==> src/rtl/input_conditioner.sv <==
// Synchronises, debounces and press-detects the DE1-SoC pushbuttons and slider switches.
// Sticky press flags and the interrupt are built only when INPUT_COND_EDGE_IRQ_EN is defined.
module input_conditioner #(
    parameter int DEBOUNCE_CYCLES = 50000,
    parameter int CNT_W           = $clog2(DEBOUNCE_CYCLES + 1)
) (
    input  logic       clk,
    input  logic       reset,
    input  logic [3:0] key_n,
    input  logic [9:0] sw,
    output logic [3:0] pushbuttons_export,
    output logic [9:0] slider_switches_export,
    output logic [3:0] key_press,
    output logic [3:0] key_edge,
    input  logic [3:0] edge_clear,
    input  logic [3:0] irq_mask,
    output logic       irq
);
    localparam int NCH = 14;
    localparam logic [CNT_W-1:0] CNT_MAX = CNT_W'(DEBOUNCE_CYCLES - 1);

    logic [NCH-1:0]   raw_p0;
    logic [NCH-1:0]   s1;
    logic [NCH-1:0]   s2;
    logic [NCH-1:0]   stable;
    logic [CNT_W-1:0] cnt [NCH];
    logic [3:0]       key_stable_p1;
    logic [3:0]       key_rise;

    // Keys are inverted up front so every channel is active-high from here on.
    assign raw_p0 = {sw, ~key_n};

    // Synchroniser stage
    always_ff @(posedge clk) begin
        if (reset) begin
            s1 <= '0;
            s2 <= '0;
        end else begin
            s1 <= raw_p0;
            s2 <= s1;
        end
    end

    // Debounce stage: any return to the stable level restarts the count.
    always_ff @(posedge clk) begin
        if (reset) begin
            stable <= '0;
            for (int i = 0; i < NCH; i++) cnt[i] <= '0;
        end else begin
            for (int i = 0; i < NCH; i++) begin
                if (s2[i] == stable[i]) begin
                    cnt[i] <= '0;
                end else if (cnt[i] == CNT_MAX) begin
                    stable[i] <= s2[i];
                    cnt[i]    <= '0;
                end else begin
                    cnt[i] <= cnt[i] + 1'b1;
                end
            end
        end
    end

    assign pushbuttons_export     = stable[3:0];
    assign slider_switches_export = stable[13:4];

    // Press-detect stage
    assign key_rise = stable[3:0] & ~key_stable_p1;

    always_ff @(posedge clk) begin
        if (reset) begin
            key_stable_p1 <= '0;
            key_press     <= '0;
        end else begin
            key_stable_p1 <= stable[3:0];
            key_press     <= key_rise;
        end
    end

`ifdef INPUT_COND_EDGE_IRQ_EN
    // Flag stage: a new press outranks a simultaneous clear.
    always_ff @(posedge clk) begin
        if (reset) begin
            key_edge <= '0;
            irq      <= 1'b0;
        end else begin
            key_edge <= (key_edge & ~edge_clear) | key_rise;
            irq      <= |(key_edge & irq_mask);
        end
    end
`else
    logic unused_cfg;
    assign unused_cfg = ^{edge_clear, irq_mask};
    assign key_edge   = '0;
    assign irq        = 1'b0;
`endif

endmodule

==> config.mk <==
export PLATFORM = sky130hd
export DESIGN_NAME = input_conditioner
export DESIGN_NICKNAME = d
export VERILOG_FILES = /design/src/rtl/input_conditioner.sv
export SDC_FILE = /design/constraint.sdc
export NUM_CORES = 1
export LEC_CHECK = 0
export BUFFER_PORTS_ARGS = -buffer_cell sky130_fd_sc_hd__buf_2
export CAP_MARGIN = 20
export CELL_PAD_IN_SITES_DETAIL_PLACEMENT = 1
export CELL_PAD_IN_SITES_GLOBAL_PLACEMENT = 1
export CORE_UTILIZATION = 54
export CTS_CLUSTER_DIAMETER = 60
export DETAILED_ROUTE_END_ITERATION = 16
export GPL_ROUTABILITY_DRIVEN = 1
export PLACE_DENSITY_LB_ADDON = 0.1
export REMOVE_ABC_BUFFERS = 1
export SLEW_MARGIN = 20
export SYNTH_ARGS = -nofsm -noshare
export SYNTH_HDL_FRONTEND = slang
export SYNTH_SLANG_ARGS = --single-unit
==> constraint.sdc <==
create_clock -name clk -period 4.9 [get_ports clk]
set_clock_uncertainty 0.05 [all_clocks]
set_input_delay 0.98 -clock clk [delete_from_list [all_inputs] [get_ports clk]]
set_output_delay 0.98 -clock clk [all_outputs]
set_load 0.01 [all_outputs]
* Word level (Yosys, flattened, before mapping)
Memory sizes are Yosys's and may differ from the RTL's.
Cells that the tools add are included.
** Operators by class
- $add $sub $neg :: 14
- Equality and inequality tests :: 28
- Multiplexer cells :: 198
- Bitwise logic cells :: 59
- Reduce and logical (&&, ||, !) cells :: 14
** Operator list (number)
- $mux W16 :: 42
- $add A16 B1 Y16 const B :: 14
- $eq A16 B16 Y1 const B :: 14
- $mux W1 :: 156
- $or A1 B1 Y1 :: 42
- $reduce_and A2 Y1 :: 14
- $eq A1 B1 Y1 :: 14
- $not A1 Y1 :: 14
- $not A4 Y4 :: 2
- $and A4 B4 Y4 :: 1
** Storage, ports and cells
- Register bits after elaboration :: 50
- Memory bits (writable) :: 224
- Output and inout port bits :: 23
- Logic and storage cells :: 332
- Memories :: 1
** Memory list
- cnt :: depth 14, bits a word 16, read ports 14, clocked after Yosys merged registers in 0, write ports 14, line 26 : logic [CNT_W-1:0] cnt [NCH];

* Logic depth before layout (Yosys ltp)
Gate-level depths: netlist (run 1).
An unclocked memory read counts as a cell.
- Word-level depth :: 8
- Mapped depth :: 7
- Mapped depth without buffers :: 5

* Worst setup path after synthesis (run 1)
OpenSTA, ideal clock, no wires.
- Path kind :: input -> register
- Start point :: input port reset
- End point :: memory cnt[1][37] (netlist bit), data pin
- Library setup time :: 266 ps
- Arrival time :: 2055 ps
- Required time :: 4584 ps
- Path slack :: 2529 ps
- Cell stages on the path :: 6
- Path buffers :: 3
- Cell sequence :: clkbuf_1 > buf_1 > nor2_1 > nand2_1 > clkbuf_1 > nor2_1
** RTL lines
- from (decl) :: line 8 : input logic reset,
- to (decl) :: line 26

==> summary.txt, run 1 <==
Synth
  – Syn avg cell area: 10.9 um^2
  – Mapped cell area: between 10000 and 15000 um^2
  – Area fraction of the dominant cell type after synthesis: between 40% and 50%
  – EDFF count, synth: roughly 220
  – Count of different cell masters after synthesis: between 40 and 50
  – Synth Instances: around 1.3k
  – Main synth FF type: edfxtp_1
  – Largest area contributor in the netlist: edfxtp_1
  – Largest cells by area after synthesis: edfxtp_1 49%, xnor2_1 10%, dfxtp_1 7.3%, nor2_1 6.9%, xor2_1 3.0%
  – Async SR Flop Fraction: 0%
  – #FFs+latches synth: between 200 and 300
  – Sequential area share after synthesis: roughly 56%
  – Yosys warns: 0

Finish
  – Final net count: between 1.5k and 2k
  – Layout area overhead: 16.9%
  – Layout cells sized above 1: roughly 6.6%
  – Post-layout util: roughly 64%
  – Fillers: roughly 2.8k
  – Finished Cell Area: ~16000 um^2
  – Diode count: 0

Die
  – Die area: about 26000 um^2
  – Row Count: between 50 and 60
  – Die height: approximately 160 um
  – Core Area: 25000 um^2
  – I/O pin count: 47
  – Die W: between 150 and 200 um
  – Initial Utilization: 54.9%

Status
  – Outcome: completed

Drt
  – Wire length per cell: between 15 and 20 um
  – Total wire length: 28.4 mm
  – DRT Pass-1 Iters: 6
  – DR vias: between 9k and 10k
  – Drc violations: 0
  – Vias per inst: roughly 5.3
  – Antenna Violating Nets Remaining: 0
  – DR iter-0 viols: between 400 and 500

STA
  – RSZ-0062 raised after global routing: no
  – Final setup TNS: 0 ns
  – Final period util: 50.9%
  – Slew Limit Fails: 0
  – Final min period: approximately 2.5 ns
  – Slew HR: 50.6%
  – Fmax: ~400 MHz
  – Setup violators final: 0
  – Final hold violation count: 0
  – Slew @ Worst Pin: about 0.74 ns

Setup path
  – Setup CP Type: flip-flop to flip-flop
  – CP delay by family, top: simple AND/OR/NAND/NOR gates
  – CP max FO: 16
  – Slowest cell delay on critical path: around 0.58 ns
  – Max stage delay cell, worst path: or4b_1
  – CP Data Arrival Time: approximately 2.7 ns
  – Critical path required time: 5.09 ns
  – R2R Setup Slk: roughly 2.4 ns
  – Crit. End Element: flip-flop
  – CP Launch Type: flip-flop
  – Critical-path cell list: or4b_1 -> nor4_2 -> or3_1 -> nor2_1
  – Buf+Inv Stages, Crit Path: 0

Run
  – Maxcap violations: 0

Clock network
  – Longest Clk Path Bufs: 3
  – Setup bufs post-CTS: 0
  – TritonCTS clock tree: built
  – CTS Root Cell: clkbuf_16
  – Worst skew pair latency: 0.52 ns
  – CTS Hold Bufs: 0
  – CTS buffer count: 34
  – Clock Pin Slew Worst Setup and Hold Paths: ~0.06 ns
  – # H-tree levels: 2
  – CTS sink cnt: about 270
  – Cts repair resizes: 0

Place
  – Port Buffers: 33
  – DPL Wire Length: 19.0 mm
  – Placed cell areas: between 10000 and 15000 um^2
  – Placer Congestion: approximately 0.8

Power
  – Worst vdd ir: 286 uV
  – Leakage: approximately 5.7 nW
  – Power per cell area: 332 nW/um^2

Global route
  – GRT overflow: 0
  – Initial antenna violation count: 0
  – Largest net degree at the start of global routing: 34
  – Vias in the first global route: approximately 11k
  – Total track usage: 22.4%
  – Global-route wire length before repair: a little under 50 mm

Min path
  – Hold Crit Class: flip-flop to flip-flop
==> where the power goes <==
| group | total, mW | leakage [nW] | switching, mW | internal, mW |
|---|---|---|---|---|
| registers | 2.72 | 2.72 | 0.105 | 2.61 |
| clock network | 2.41 | 0.540 | 0.972 | 1.44 |
| logic | 0.205 | 2.42 | 0.122 | 0.0826 |
| total | 5.33 | 5.68 | 1.20 | 4.13 |
==> routing by layer <==
metal	up-vias	global-route usage [%]	wire length (um)
met5	-	0	0
li1	4831	-	-
met1	4853	26.8	12200
met2	129	41.6	14700
met3	51	3.03	783
met4	0	6.95	606
==> per-stage QoR <==
| step | std cells | power, mW | hold slack (ns) | setup WS (ns) |
|---|---|---|---|---|
| after floorplan | 1452 | 2.88 | 0.317 | 2.84 |
| after global placement | 1817 | 2.94 | 0.321 | 1.94 |
| after detailed placement | 1817 | 2.95 | 0.336 | 1.90 |
| after CTS | 1878 | 5.38 | 0.342 | 2.36 |
| after global routing | 1878 | 5.50 | 0.348 | 2.23 |
| final | 1878 | 5.33 | 0.338 | 2.41 |
==> Yosys cell counts (5+ instances only) <==
library cell  count
nand3_1          69
ha_1             14
nand4b_1          6
clkbuf_1         16
nor3_1           46
or4b_1            5
and4_1            8
nor4bb_1         10
a21oi_1           5
or4_1             6
mux2i_1          14
nor4_2            5
nor2_1          254
xor2_1           47
xnor2_1         157
nand4_1          63
or3_1             5
inv_1            38
nor2b_1          32
nand2_1          50
buf_4            10
edfxtp_1        224
buf_6             5
and3_1           22
dfxtp_1          50
nor4_1           59
==> worst reg2reg max path, cell delays in order (launching register included) <==
cell	delay, ns
edfxtp_1	0.46
or4b_1	0.58
nor4_2	0.46
or3_1	0.55
nor2_1	0.12
==> kinds of logic after synthesis <==
logic type / Yosys count / synth area share (%)
mux: 14 / 1.02
other cells: 2 / 0.0547
xor+xnor: 204 / 13.0
simple gates: 667 / 25.3
buf+inv: 74 / 2.59
flops: 274 / 56.3
compound gates: 12 / 0.537
fa+ha+maj: 14 / 1.28
==> path summary, 6_finish.rpt <==
kind                                  startpoint            to  depth (start not counted)
worst max-delay path                  cnt[1][11]     cnt[1][4]                          4
worst min-delay path            key_stable_p1[3]  key_press[3]                          1
worst min register to register  key_stable_p1[3]  key_press[3]                          1
worst max register to register        cnt[1][11]     cnt[1][4]                          4
==> layout make-up <==
class | instances | area [um^2] | area share, %
Sequential cell | 274 | 7730 | 48.1
Tap cell | 330 | 413 | 2.57
Inverter | 38 | 143 | 0.889
Clock buffer | 44 | 960 | 5.98
Timing Repair Buffer | 35 | 180 | 1.12
Multi-Input combinational cell | 1140 | 6500 | 40.5
Clock inverter | 17 | 123 | 0.764
==> sequential cells by signal (all words and copies together) (netlist names) <==
name / count
s1: 14
cnt: 224
stable: 14
key_stable_p1: 4
key_press: 4
s2: 14
==> layout by cell type, fill, tap and decap left out, types with 38 or more instances in the layout <==
| master | Yosys | final |
|---|---|---|
| nor4_1 | 59 | 59 |
| nor3_1 | 46 | 46 |
| xnor2_1 | 157 | 157 |
| edfxtp_1 | 224 | 224 |
| xor2_1 | 47 | 47 |
| nand3_1 | 69 | 69 |
| conb_1 | 2 | 229 |
| nor2_1 | 254 | 254 |
| nand2_1 | 50 | 50 |
| inv_1 | 38 | 38 |
| dfxtp_1 | 50 | 50 |
| nand4_1 | 63 | 63 |
Note: power is estimated with default switching activity, not from simulation.
==> inputs of run 2 (changes only) <==
Settings changed: CORE_UTILIZATION 54 to 45.
Clock period 4.9 ns to 2.2 ns, I/O delays scaled along.
==> summary.txt, run 2 (synthesized netlist as in run 1, its figures left out) <==
Status
  – Outcome: completed

Clock network
  – TritonCTS clock tree: built
  – Clock Pin Slew Worst Setup and Hold Paths: 0.06 ns (about the same)
  – CTS buffer count: 34 (unchanged)
  – Worst skew pair latency: 0.52 ns (about the same)
  – # H-tree levels: 2 (unchanged)
  – CTS Root Cell: clkbuf_16
  – CTS sink cnt: 274 (unchanged)
  – Longest Clk Path Bufs: 3 (unchanged)

Finish
  – Final net count: 1619 (+3.7%)
  – Commonest non-fill, non-tap cell in the layout: nor2_1
  – Number of flip-flops in the largest register: 224 (unchanged)
  – Layout area overhead: 21.2%
  – Reg with most FFs: cnt
  – Layout cells sized above 1: 9.46% (+2.9 points)
  – Most frequent cells in the layout: 254 x nor2_1, 229 x conb_1, 224 x edfxtp_1, 157 x xnor2_1, 69 x nand3_1
  – Diode count: 0 (unchanged)

Drt
  – Antenna Violating Nets Remaining: 0 (unchanged)
  – DR vias: 9869 (+0.051%)
  – Wire length per cell: 13.7 um (-9.1%)
  – DRT Pass-1 Iters: 6 (unchanged)
  – Drc violations: 0 (unchanged)
  – Total wire length: 27.4 mm (-3.4%)
  – DR iter-0 viols: 410 (-18%)
  – Vias per inst: 4.94 (-5.9%)

Setup path
  – CP Data Arrival Time: 2.33 ns (-0.35 ns)
  – CP delay by family, top: simple AND/OR/NAND/NOR gates
  – Max stage delay cell, worst path: or4_4
  – Crit. End Element: flip-flop
  – CP max FO: 2 (-14)
  – Reg2reg start: cnt[0][108]
  – Crit. Startpoint: cnt[0][108]
  – Buf+Inv Stages, Crit Path: 1 (+1)
  – CP Launch Type: flip-flop
  – Setup CP Type: flip-flop to flip-flop
  – CP endpoint: cnt[0][97]
  – R2R Setup Slk: 0.08 ns (-2.32 ns)
  – Critical path required time: 2.41 ns (-2.68 ns)
  – R2R cell count: 4 (unchanged)
  – Slowest cell delay on critical path: 0.57 ns (about the same)
  – FF-to-FF End: cnt[0][97]
  – WP depth: 4 (unchanged)
  – Critical-path cell list: or4_1 -> or4_4 -> buf_4 -> and3_1

STA
  – Fin worst setup slack: 0.0806 ns (-2.32 ns)
  – Fmax: 472 MHz (+18%)
  – Slew HR: 66.8% (+16 points)
  – Slew @ Worst Pin: 0.497 ns (-0.244 ns)
  – Final min period: 2.12 ns (-0.375 ns)
  – Final period util: 96.3% (+45 points)
  – Final setup TNS: 0 ns (unchanged)
  – Final hold violation count: 0 (unchanged)
  – Slew Limit Fails: 0 (unchanged)
  – RSZ-0062 raised after global routing: no
  – Setup violators final: 0 (unchanged)

Die
  – Die area: 31200 um^2 (+20%)
  – Initial Utilization: 46.1% (-8.8 points)
  – Core Area: 29800 um^2 (+19%)
  – Die W: 177 um (+9.4%)
  – Die height: 177 um (+9.4%)
  – I/O pin count: 47 (unchanged)
  – Row Count: 63 (+8.6%)

Power
  – Internal: 9.21 mW (+120%)
  – Total chip power: 11.9 mW (+120%)
  – Clock power frac: 44.8% (-0.4 points)
  – Switching Share: 22.5% (about the same)
  – Leakage: 5.99 nW (+5.4%)
  – Power per cell area: 714 nW/um^2 (+110%)
  – Worst vdd ir: 672 uV (+130%)
  – Switch Pwr: 2.67 mW (+120%)
  – Combinational share of power: 4.5% (+0.7 points)
  – Sequential power share: 50.7% (-0.2 points)

Min path
  – Hold Crit Class: primary input to flip-flop
  – Depth of the worst hold-timing path: 2 (+1)

Global route
  – Vias in the first global route: 10.2k (-2.6%)
  – Initial antenna violation count: 1 (+1)
  – Global-route wire length before repair: 48.1 mm (-0.84%)
  – GRT overflow: 0 (unchanged)
  – Total track usage: 18.6% (-3.9 points)
  – Largest net degree at the start of global routing: 27 (-21%)

Run
  – Maxcap violations: 0 (unchanged)

Place
  – DP Worst Slack: 0.00377 ns (-1.90 ns)
  – Placer Congestion: 0.775 (-3.0%)
  – Port Buffers: 33 (unchanged)
  – DPL Wire Length: 18.9 mm (-0.59%)
==> run 2: cell types whose count changed in the layout (fill, tap and decap cells not counted), sizes merged <==
cell and delta:
buf +54, dlygate4sd3 +4, clkbuf -1, clkinvlp +2
inv -1
==> run 2: metal layers <==
layer	wire length [um]	part of all wire [%]	GRT usage [%]	vias to the layer above
li1	-	-	-	4942
met1	12900	47	24.0	4788
met2	13200	48	31.8	88
met3	727	2.7	2.96	49
met4	604	2.2	5.71	2
met5	13	0.047	0	-
==> run 2: through the flow <==
step                util [%]  hold WS [ns]  std cells  cell area, um^2
floorplan                  -         0.317       1452            14400
global placement        52.0         0.323       1931            15500
detailed placement      52.0         0.327       1931            15500
CTS                     55.8        0.0578       1996            16600
global route            55.9        0.0818       1996            16600
finish                  55.9        0.0795       1996            16600
==> run 2: layout make-up <==
type	instances	area, um^2
Tap cell	390	488
Multi-Input combinational cell	1140	6540
Sequential cell	274	7730
Clock buffer	43	937
Inverter	38	143
Timing Repair Buffer	93	676
Fill cell	3324	13200
Clock inverter	18	138
==> run 2: worst reg2reg max path: cells and delay by family, from the launching register on <==
| family | cells | cell delay, ns |
|---|---|---|
| buffers and inverters | 1 | 0.17 |
| and+or+nand+nor | 3 | 1.27 |
| DFF | 1 | 0.38 |
==> run 2: power by group through the flow <==
stage	Sequential [mW]	Combinational, mW	Clock [mW]
floorplan	6.08	0.338	0
global placement	6.11	0.495	0
detailed placement	6.12	0.509	0
CTS	6.02	0.523	5.51
global route	6.05	0.612	5.70
finish	6.02	0.534	5.33
==> run 2: worst min path at each step <==
stage                     startpoint            to  slack, ns
finish                         sw[4]         s1[8]       0.08
detailed placement  key_stable_p1[1]  key_press[1]       0.33
floorplan           key_stable_p1[0]  key_press[0]       0.32
global placement    key_stable_p1[2]  key_press[2]       0.32
CTS                            sw[4]         s1[8]       0.06
global route                   sw[7]        s1[11]       0.08
==> run 2: repair_timing <==
action,in CTS,in global routing
buffers inserted,0,0
hold buffers,4,0
gates resized for setup,0,5
endpoints found under the setup margin,0,32
hold endpoints to repair,4,0
==> inputs of run 3 (changes only) <==
Settings changed: CORE_UTILIZATION 45 to 35.
==> summary.txt, run 3 (synthesized netlist as in run 1, its figures left out) <==
Finish
  – Layout cells sized above 1: 10.3% (+0.83 points)
  – Most frequent cells in the layout: 254 x nor2_1, 229 x conb_1, 224 x edfxtp_1, 157 x xnor2_1, 69 x nand3_1
  – Final net count: 1632 (+0.80%)
  – Commonest non-fill, non-tap cell in the layout: nor2_1
  – Reg with most FFs: cnt
  – Diode count: 0 (unchanged)
  – Finished Cell Area: 17000 um^2 (+2.0%)
  – Layout area overhead: 23.7%
  – Post-layout util: 43.9% (-12 points)
  – Number of flip-flops in the largest register: 224 (unchanged)

Setup path
  – Critical-path cell list: or4_1 -> or4_4 -> buf_4 -> and3_1
  – Slowest cell delay on critical path: 0.55 ns (-0.02 ns)
  – Crit. End Element: flip-flop
  – Critical path required time: 2.44 ns (+0.03 ns)
  – R2R Setup Slk: 0.11 ns (+0.03 ns)
  – Buf+Inv Stages, Crit Path: 1 (unchanged)
  – R2R cell count: 4 (unchanged)
  – CP max FO: 2 (unchanged)
  – Setup CP Type: flip-flop to flip-flop
  – CP delay by family, top: simple AND/OR/NAND/NOR gates
  – Reg2reg start: cnt[1][28]
  – CP Data Arrival Time: 2.32 ns (about the same)
  – Max stage delay cell, worst path: or4_4
  – FF-to-FF End: cnt[1][17]
  – CP Launch Type: flip-flop

Die
  – Die area: 40000 um^2 (+28%)
  – Die height: 200 um (+13%)
  – Initial Utilization: 35.5% (-11 points)
  – Die W: 200 um (+13%)
  – I/O pin count: 47 (unchanged)
  – Core Area: 38600 um^2 (+30%)
  – Row Count: 72 (+14%)

Power
  – Worst vdd ir: 599 uV (-11%)
  – Leakage: 6.08 nW (+1.6%)
  – Power per cell area: 724 nW/um^2 (+1.4%)

Clock network
  – Setup bufs post-CTS: 0 (unchanged)
  – Longest Clk Path Bufs: 3 (unchanged)
  – Clock Pin Slew Worst Setup and Hold Paths: 0.05 ns (about the same)
  – # H-tree levels: 2 (unchanged)
  – TritonCTS clock tree: built
  – CTS buffer count: 37 (+8.8%)
  – CTS Root Cell: clkbuf_16
  – Worst skew pair latency: 0.53 ns (about the same)
  – CTS sink cnt: 274 (unchanged)

Drt
  – Total wire length: 27.0 mm (-1.5%)
  – Drc violations: 0 (unchanged)
  – Vias per inst: 4.59 (-7.2%)
  – DR iter-0 viols: 292 (-29%)
  – Antenna Violating Nets Remaining: 0 (unchanged)
  – DRT Pass-1 Iters: 4 (-2)
  – DR vias: 9816 (-0.54%)
  – Wire length per cell: 12.6 um (-8.2%)

STA
  – Setup violators final: 0 (unchanged)
  – RSZ-0062 raised after global routing: no
  – Final period util: 94.8% (-1.5 points)
  – WHS: 0.0638 ns (-0.0157 ns)
  – Final min period: 2.09 ns (-0.0340 ns)
  – Slew Limit Fails: 0 (unchanged)
  – Final setup TNS: 0 ns (unchanged)
  – Fmax: 480 MHz (+1.6%)
  – Final hold violation count: 0 (unchanged)

Place
  – Placed cell areas: 15700 um^2 (+1.6%)
  – Port Buffers: 33 (unchanged)
  – Placer Congestion: 0.770 (-0.61%)
  – DPL Wire Length: 19.0 mm (+0.85%)

Min path
  – Hold Crit Class: primary input to flip-flop
  – WHS Endpoint: s1[8]
  – Depth of the worst hold-timing path: 2 (unchanged)
  – Hold_sp: sw[4]

Global route
  – Initial antenna violation count: 0 (-1)
  – Largest net degree at the start of global routing: 37 (+37%)
  – GRT overflow: 0 (unchanged)
  – Vias in the first global route: 9992 (-2.3%)
  – Global-route wire length before repair: 47.3 mm (-1.6%)
  – Total track usage: 14.4% (-4.2 points)

Status
  – Outcome: completed

Run
  – Maxcap violations: 0 (unchanged)
-- run 3: power by group --
part           total (mW)  internal (mW)  switching [mW]
sequential           6.01           5.82           0.198
combinational       0.535          0.242           0.293
clock                5.75           3.54            2.20
-- run 3: through the flow --
step	setup WS [ns]	cells	total power [mW]
floorplan	0.137	1452	6.42
global placement	0.0734	2069	6.63
detailed placement	0.0360	2069	6.64
CTS	0.0259	2140	12.6
global route	0.00838	2140	12.9
finish	0.115	2140	12.3
-- run 3: layout make-up --
cell class | count | area, um^2
Inverter | 38 | 143
Tap cell | 518 | 648
Sequential cell | 274 | 7730
Clock buffer | 56 | 1130
Multi-Input combinational cell | 1140 | 6510
Clock inverter | 11 | 57.6
Fill cell | 4376 | 21700
Timing Repair Buffer | 103 | 763
-- run 3: what timing repair did --
| item | 4_1_cts | 5_1_grt |
|---|---|---|
| setup endpoints to repair | 0 | 15 |
| hold buffers | 4 | 0 |
| gates resized for setup | 0 | 2 |
| hold endpoints to repair | 4 | 0 |
-- run 3: worst max-delay path by stage --
| stage | from | to | slack (ns) | cells past startpoint |
|---|---|---|---|---|
| after global routing | cnt[1][0] | cnt[1][8] | 0.008 | 6 |
| after floorplan | cnt[1][55] | cnt[1][50] | 0.14 | 4 |
| final | cnt[1][28] | cnt[1][17] | 0.11 | 4 |
| after detailed placement | cnt[0][108] | cnt[0][103] | 0.04 | 4 |
| after global placement | cnt[0][108] | cnt[0][109] | 0.07 | 4 |
| after CTS | cnt[0][108] | cnt[0][103] | 0.03 | 4 |
-- run 3: worst reg2reg max path: cells and delay by family (launching register included) --
kind	cells	cell delay [ns]
simple gates	3	1.25
flops	1	0.38
buf+inv	1	0.16
-- run 3: routing by layer --
metal | global-route usage (%) | share of wire [%] | up-vias
li1 | - | - | 4970
met1 | 18.7 | 48 | 4712
met2 | 23.5 | 47 | 84
met3 | 3.01 | 3.4 | 50
met4 | 5.37 | 2.2 | 0
met5 | 0 | 0 | -
